==> src/rtl/remote_comm_if.sv <==
// remote_comm_if
//   Bundles the command and serial signals of the remote_comm link.
//   master : bench / host side (drives cmd, send_cmd, RX)
//   slave  : remote_comm itself (drives cmd_sent, TX, resp_rdy, resp)
//   cmd[15:0] command word, send_cmd one-cycle request, cmd_sent both bytes on line,
//   TX / RX 8N1 serial lines (idle high), resp_rdy byte valid, resp[7:0] last byte.
interface remote_comm_if;
    logic [15:0] cmd;
    logic        send_cmd;
    logic        cmd_sent;
    logic        TX;
    logic        RX;
    logic        resp_rdy;
    logic [7:0]  resp;

    modport master (
        output cmd,
        output send_cmd,
        output RX,
        input  cmd_sent,
        input  TX,
        input  resp_rdy,
        input  resp
    );

    modport slave (
        input  cmd,
        input  send_cmd,
        input  RX,
        output cmd_sent,
        output TX,
        output resp_rdy,
        output resp
    );
endinterface

==> src/rtl/remote_comm.sv <==
// remote_comm
//   Bench-side remote control link: serializes a 16-bit command as two UART
//   bytes (high byte first) on TX and reports every byte received on RX.
//   Ports:
//     clk   : system clock, rising edge
//     rst_n : asynchronous reset, ACTIVE HIGH despite the name
//     bus   : remote_comm_if.slave (cmd, send_cmd, cmd_sent, TX, RX, resp_rdy, resp)
//   Parameter BAUD_DIV : clock cycles per UART bit (>= 4).
module remote_comm #(
    parameter int unsigned BAUD_DIV = 2604
) (
    input  logic          clk,
    input  logic          rst_n,
    remote_comm_if.slave  bus
);

    localparam int unsigned CNT_W = $clog2(BAUD_DIV);
    localparam logic [CNT_W-1:0] BAUD_LAST = CNT_W'(BAUD_DIV - 1);
    localparam logic [CNT_W-1:0] HALF_LAST = CNT_W'(BAUD_DIV / 2 - 1);

    typedef enum logic [1:0] {
        IDLE,
        SEND_HI,
        SEND_LO
    } cmd_state_e;

    // command FSM
    cmd_state_e        state_q,    state_d;
    logic [7:0]        cmd_lo_q,   cmd_lo_d;
    logic              cmd_sent_q, cmd_sent_d;

    // transmitter
    logic              tx_q,       tx_d;
    logic              tx_busy_q,  tx_busy_d;
    logic [CNT_W-1:0]  tx_cnt_q,   tx_cnt_d;
    logic [3:0]        tx_bit_q,   tx_bit_d;
    logic [8:0]        tx_shift_q, tx_shift_d;

    // receiver
    logic              rx_meta_q,  rx_meta_d;
    logic              rx_sync_q,  rx_sync_d;
    logic              rx_prev_q,  rx_prev_d;
    logic              rx_busy_q,  rx_busy_d;
    logic [CNT_W-1:0]  rx_cnt_q,   rx_cnt_d;
    logic [3:0]        rx_bit_q,   rx_bit_d;
    logic [7:0]        rx_shift_q, rx_shift_d;
    logic [7:0]        resp_q,     resp_d;
    logic              resp_rdy_q, resp_rdy_d;

    logic              accept;
    logic              tx_start;
    logic [7:0]        tx_byte;
    logic              tx_frame_end;
    logic              rx_start;
    logic              rx_stop;

    // ------------------------------------------------------------------
    // Command state machine
    // ------------------------------------------------------------------
    assign tx_frame_end = tx_busy_q && (tx_cnt_q == BAUD_LAST) && (tx_bit_q == 4'd9);

    always_comb begin
        state_d    = state_q;
        cmd_lo_d   = cmd_lo_q;
        cmd_sent_d = cmd_sent_q;
        accept     = 1'b0;
        tx_start   = 1'b0;
        tx_byte    = '0;
        case (state_q)
            IDLE: begin
                if (bus.send_cmd) begin
                    accept     = 1'b1;
                    cmd_lo_d   = bus.cmd[7:0];
                    cmd_sent_d = 1'b0;
                    tx_start   = 1'b1;
                    tx_byte    = bus.cmd[15:8];
                    state_d    = SEND_HI;
                end
            end
            SEND_HI: begin
                // low byte starts on the same edge the high stop bit ends: no idle gap
                if (tx_frame_end) begin
                    tx_start = 1'b1;
                    tx_byte  = cmd_lo_q;
                    state_d  = SEND_LO;
                end
            end
            SEND_LO: begin
                if (tx_frame_end) begin
                    cmd_sent_d = 1'b1;
                    state_d    = IDLE;
                end
            end
            default: state_d = IDLE;
        endcase
    end

    // ------------------------------------------------------------------
    // Transmitter: tx_q is the line itself; tx_shift_q holds the bits
    // still to be sent (data LSB first, stop bit on top).
    // ------------------------------------------------------------------
    always_comb begin
        tx_d       = tx_q;
        tx_busy_d  = tx_busy_q;
        tx_cnt_d   = tx_cnt_q;
        tx_bit_d   = tx_bit_q;
        tx_shift_d = tx_shift_q;
        if (tx_busy_q) begin
            if (tx_cnt_q == BAUD_LAST) begin
                tx_cnt_d = '0;
                if (tx_bit_q == 4'd9) begin
                    tx_busy_d = 1'b0;
                    tx_d      = 1'b1;
                end else begin
                    tx_d       = tx_shift_q[0];
                    tx_shift_d = {1'b1, tx_shift_q[8:1]};
                    tx_bit_d   = tx_bit_q + 4'd1;
                end
            end else begin
                tx_cnt_d = tx_cnt_q + CNT_W'(1);
            end
        end
        if (tx_start) begin
            tx_busy_d  = 1'b1;
            tx_cnt_d   = '0;
            tx_bit_d   = '0;
            tx_d       = 1'b0;
            tx_shift_d = {1'b1, tx_byte};
        end
    end

    // ------------------------------------------------------------------
    // Receiver: sample index 0 = start-bit centre, 1..8 data, 9 stop.
    // ------------------------------------------------------------------
    always_comb begin
        rx_meta_d  = bus.RX;
        rx_sync_d  = rx_meta_q;
        rx_prev_d  = rx_sync_q;
        rx_busy_d  = rx_busy_q;
        rx_cnt_d   = rx_cnt_q;
        rx_bit_d   = rx_bit_q;
        rx_shift_d = rx_shift_q;
        resp_d     = resp_q;
        rx_stop    = 1'b0;
        rx_start   = !rx_busy_q && rx_prev_q && !rx_sync_q;
        if (rx_start) begin
            rx_busy_d = 1'b1;
            rx_cnt_d  = HALF_LAST;
            rx_bit_d  = '0;
        end else if (rx_busy_q) begin
            if (rx_cnt_q == '0) begin
                rx_cnt_d = BAUD_LAST;
                rx_bit_d = rx_bit_q + 4'd1;
                if (rx_bit_q == 4'd9) begin
                    // stop-bit value deliberately ignored: framing errors still deliver
                    rx_busy_d = 1'b0;
                    resp_d    = rx_shift_q;
                    rx_stop   = 1'b1;
                end else if (rx_bit_q != 4'd0) begin
                    rx_shift_d = {rx_sync_q, rx_shift_q[7:1]};
                end
            end else begin
                rx_cnt_d = rx_cnt_q - CNT_W'(1);
            end
        end
    end

    // set has priority over both clear sources
    always_comb begin
        resp_rdy_d = resp_rdy_q;
        if (accept || rx_start) resp_rdy_d = 1'b0;
        if (rx_stop)            resp_rdy_d = 1'b1;
    end

    // ------------------------------------------------------------------
    // State registers
    // ------------------------------------------------------------------
    always_ff @(posedge clk or posedge rst_n) begin
        if (rst_n) begin
            state_q    <= IDLE;
            cmd_lo_q   <= '0;
            cmd_sent_q <= 1'b0;
            tx_q       <= 1'b1;
            tx_busy_q  <= 1'b0;
            tx_cnt_q   <= '0;
            tx_bit_q   <= '0;
            tx_shift_q <= '1;
            rx_meta_q  <= 1'b1;
            rx_sync_q  <= 1'b1;
            rx_prev_q  <= 1'b1;
            rx_busy_q  <= 1'b0;
            rx_cnt_q   <= '0;
            rx_bit_q   <= '0;
            rx_shift_q <= '0;
            resp_q     <= '0;
            resp_rdy_q <= 1'b0;
        end else begin
            state_q    <= state_d;
            cmd_lo_q   <= cmd_lo_d;
            cmd_sent_q <= cmd_sent_d;
            tx_q       <= tx_d;
            tx_busy_q  <= tx_busy_d;
            tx_cnt_q   <= tx_cnt_d;
            tx_bit_q   <= tx_bit_d;
            tx_shift_q <= tx_shift_d;
            rx_meta_q  <= rx_meta_d;
            rx_sync_q  <= rx_sync_d;
            rx_prev_q  <= rx_prev_d;
            rx_busy_q  <= rx_busy_d;
            rx_cnt_q   <= rx_cnt_d;
            rx_bit_q   <= rx_bit_d;
            rx_shift_q <= rx_shift_d;
            resp_q     <= resp_d;
            resp_rdy_q <= resp_rdy_d;
        end
    end

    assign bus.TX       = tx_q;
    assign bus.cmd_sent = cmd_sent_q;
    assign bus.resp_rdy = resp_rdy_q;
    assign bus.resp     = resp_q;

endmodule

==> src/flat_wrapper.sv <==
// flat-port wrapper written by rule: the top's interface ports become plain ports
module remote_comm_flat 
#(
    parameter int unsigned BAUD_DIV = 2604
)
  (clk, rst_n, bus_cmd, bus_send_cmd, bus_RX, bus_cmd_sent, bus_TX, bus_resp_rdy, bus_resp);
  remote_comm_if bus_i ();
  input  logic clk;
  input  logic rst_n;
  input wire logic [$bits(bus_i.cmd)-1:0] bus_cmd;
  input wire logic [$bits(bus_i.send_cmd)-1:0] bus_send_cmd;
  input wire logic [$bits(bus_i.RX)-1:0] bus_RX;
  output wire logic [$bits(bus_i.cmd_sent)-1:0] bus_cmd_sent;
  output wire logic [$bits(bus_i.TX)-1:0] bus_TX;
  output wire logic [$bits(bus_i.resp_rdy)-1:0] bus_resp_rdy;
  output wire logic [$bits(bus_i.resp)-1:0] bus_resp;
  assign bus_i.cmd = bus_cmd;
  assign bus_i.send_cmd = bus_send_cmd;
  assign bus_i.RX = bus_RX;
  assign bus_cmd_sent = bus_i.cmd_sent;
  assign bus_TX = bus_i.TX;
  assign bus_resp_rdy = bus_i.resp_rdy;
  assign bus_resp = bus_i.resp;
  remote_comm #(.BAUD_DIV(BAUD_DIV)) u_core (.clk(clk), .rst_n(rst_n), .bus(bus_i));
endmodule
==> config.mk <==
export PLATFORM = sky130hd
export DESIGN_NAME = remote_comm_flat
export DESIGN_NICKNAME = d
export VERILOG_FILES = /design/src/rtl/remote_comm_if.sv /design/src/rtl/remote_comm.sv /design/src/flat_wrapper.sv
export SDC_FILE = /design/constraint.sdc
export NUM_CORES = 1
export LEC_CHECK = 0
export BUFFER_PORTS_ARGS = -buffer_cell sky130_fd_sc_hd__buf_2
export CORE_MARGIN = 4
export CORE_UTILIZATION = 64
export DETAILED_ROUTE_END_ITERATION = 8
export PLACE_DENSITY_LB_ADDON = 0.3
export SLEW_MARGIN = 20
export SYNTH_ARGS = -nofsm -noshare
export SYNTH_HDL_FRONTEND = slang
export SYNTH_SLANG_ARGS = --single-unit
==> constraint.sdc <==
create_clock -name clk -period 6.48 [get_ports clk]
set_clock_uncertainty 0.1 [all_clocks]
set_input_delay 1.296 -clock clk [delete_from_list [all_inputs] [get_ports clk]]
set_output_delay 1.296 -clock clk [all_outputs]
set_load 0.01 [all_outputs]
==> impl_metrics.ini <==
[logic_synthesis]
synthesis.area_um2 = 3710
syn-num-nets = 386
synth_edf_count = 0
ys_top_cells_by_area = dfrtp_1 42%, dfstp_2 8.5%, mux2_2 4.9%
synth_seq_cells = 74
ys_warn_count = 0
ys_seq_area_share_pct = 50.3
ys_types = 59
syn_avg_cell_area_um2 = 10.4
synthFlopType = dfrtp_1
async_flop_share_pct = 100
yosysTopAreaCellShare_pct = 41.8
yosysTopAreaCell = dfrtp_1
syn_inst = 358

[critical_path]
crit_type = register to register
start_kind = register
crit_path_end_kind = register
rr_endpoint = u_core.bus.resp[7]
timing.rr.start = u_core.rx_cnt_q[0]
crit_end = u_core.bus.resp[7]
cp_data_required_time_ns = 6.62
ff2ff_setup_slack_ns = 3.86
critical_path_arrival_ns = 2.76
r2r_cells = 6
path_max_fanout = 10
critPathLaunch = u_core.rx_cnt_q[0]

[global_routing]
grt_usage_pct = 23.0
overflow = 0
grt_max_degree = 43
antenna_found_initial = 0
grt_pass1_wl_um = 13200
grt_pass1_vias = 2718

[run]
drv_cap = 0

[cells_and_area]
multi_input_area_um2 = 1750
final_common_cell = dfrtp_1
fillers = 397
regArea_um2 = 1870
drive_above_1_share_pct = 23.9
syn2layout_area_growth_pct = 11.0
layout_common_cells = 62 x dfrtp_1, 47 x nand2_1, 30 x buf_2
post-route-util_pct = 73.9
nNetsFinal = 412
design_area_um2 = 4120
diodes = 0

[power_and_ir_drop]
ir_drop_v = 0.000208
power.switching_w = 0.000404
power_frac_seq_pct = 51.9
intPower_w = 0.000836
power_frac_comb_pct = 17.5
power_frac_clock_pct = 30.7
p_leak_nw = 1.87
switching_share_pct = 32.6
powerDensity_nw_per_um2 = 301

[sta]
max_slew_margin_pct = 42.8
finalCritPeriodShare_pct = 40.5
slew_viol_final = 0
layout_min_cycle_time_ns = 2.62
hold_viol_final = 0
max_freq_mhz = 381
setup_viol = 0
tightest_slew_ns = 0.858
hold_slack_ns = 0.265
final.setup.tns_ns = 0
rsz0062_at_grt = no

[place]
io_buffers = 30
postPlaceCellArea_um2 = 3910
dp_hpwl_um = 4830
routabilityCongestion = 0.832

[clocking]
path_clk_slew_ns = 0.08
cts_resized = 0
h-tree-depth = 3
cts_buffers = 9
hold_buffers = 0
insertion_delay_ns = 0.35
tritoncts = yes
cts_setup_buffers = 0
cts_max_path_buffers = 2
clock-root-buffer = clkbuf_8
cts.sinks = 74

[die]
num_rows = 27
pin_count = 31
die_y_um = 84.2
initial_core_util_pct = 66.6
die_area_um2 = 7080
die-width_um = 84.2
core-area_um2 = 5570

[drt]
via_per_inst = 6.25
wl_per_cell_um = 16.4
ant_nets = 0
drtPass1Iterations = 4
drt_iter0_markers = 161
drc = 0
wl_um = 7560
vias = 2881

[worst_hold_path]
hold_class = register to register

[run_status]
status = complete, no violations
==> worst max-delay path, cell delays in order (launching register included) <==
cell     delay, ns
dfrtp_1       0.43
inv_1         0.10
ha_1          0.14
nor4b_2       0.42
nand4_1       0.37
nor3_4        0.55
mux2_2        0.40
==> cell usage after synthesis (all sizes together) (3+ instances only) <==
master,number
dfrtp,62
nand2,47
a21oi,24
clkbuf,16
mux2,16
nor2,16
o21ai,15
nand3,14
dfstp,12
nand2b,10
ha,8
inv,8
mux2i,8
a32o,7
o22a,7
o211ai,6
and3,5
or4,5
xor2,5
a21o,4
a22o,4
nor3,4
or3,4
a311oi,3
a31oi,3
and2,3
nand3b,3
nand4,3
nor4,3
nor4b,3
==> registers in the layout, indices dropped and copies added, names as in the netlist, 2 cells and up <==
signal	count
u_core.bus.resp	8
u_core.cmd_lo_q	8
u_core.rx_bit_q	4
u_core.rx_cnt_q	12
u_core.rx_shift_q	8
u_core.state_q	2
u_core.tx_bit_q	4
u_core.tx_cnt_q	12
u_core.tx_shift_q	8
==> power by group through the flow <==
stage,registers (W),logic [W],clock network [W]
after detailed placement,0.000647,0.000215,0
after global placement,0.000641,0.000203,0
after CTS,0.000639,0.000218,0.000390
after global routing,0.000658,0.000247,0.000414
final,0.000643,0.000217,0.000380
after floorplan,0.000624,0.000172,0
==> per-layer routing <==
metal	wire length [um]	track usage, %
met1	3370	31.0
met2	3720	35.7
met3	361	6.58
met4	112	8.77
met5	0	0
==> kinds of logic after synthesis <==
family	Yosys count	share of synthesized area, %
muxes	24	7.01
and+or+nand+nor	132	19.3
buffers and inverters	26	2.83
adders and majority gates	8	2.70
xor gates and xnor gates	7	1.65
DFF	74	50.3
AOI/OAI and AO/OA	87	16.2
==> worst min-delay path by stage <==
| stage | endpoint | startpoint | cells after the start | slack (ns) |
|---|---|---|---|---|
| floorplan | u_core.rx_prev_d | u_core.rx_meta_q | 0 | 0.25 |
| global placement | u_core.rx_prev_d | u_core.rx_meta_q | 0 | 0.25 |
| detailed placement | u_core.rx_prev_d | u_core.rx_meta_q | 0 | 0.25 |
| CTS | u_core.rx_prev_d | u_core.rx_meta_q | 0 | 0.27 |
| global route | u_core.rx_prev_d | u_core.rx_meta_q | 0 | 0.27 |
| finish | u_core.rx_prev_d | u_core.rx_meta_q | 0 | 0.27 |
==> final cells by class <==
cell class	count	share of cell area [%]
inverters	8	0.729
flip-flops and latches	74	45.3
clock buffers	9	3.01
repair buffers	33	4.19
well taps	72	2.19
multi-input cells	258	42.5
clock inverters	7	2.06
==> per-stage QoR <==
step	std cells	setup slack (ns)	power (W)
after floorplan	358	3.22	0.000795
after global placement	445	3.78	0.000845
after detailed placement	445	3.74	0.000862
after CTS	461	3.87	0.00125
after global routing	461	3.70	0.00132
final	461	3.86	0.00124
(Power assumes the default switching activity.)
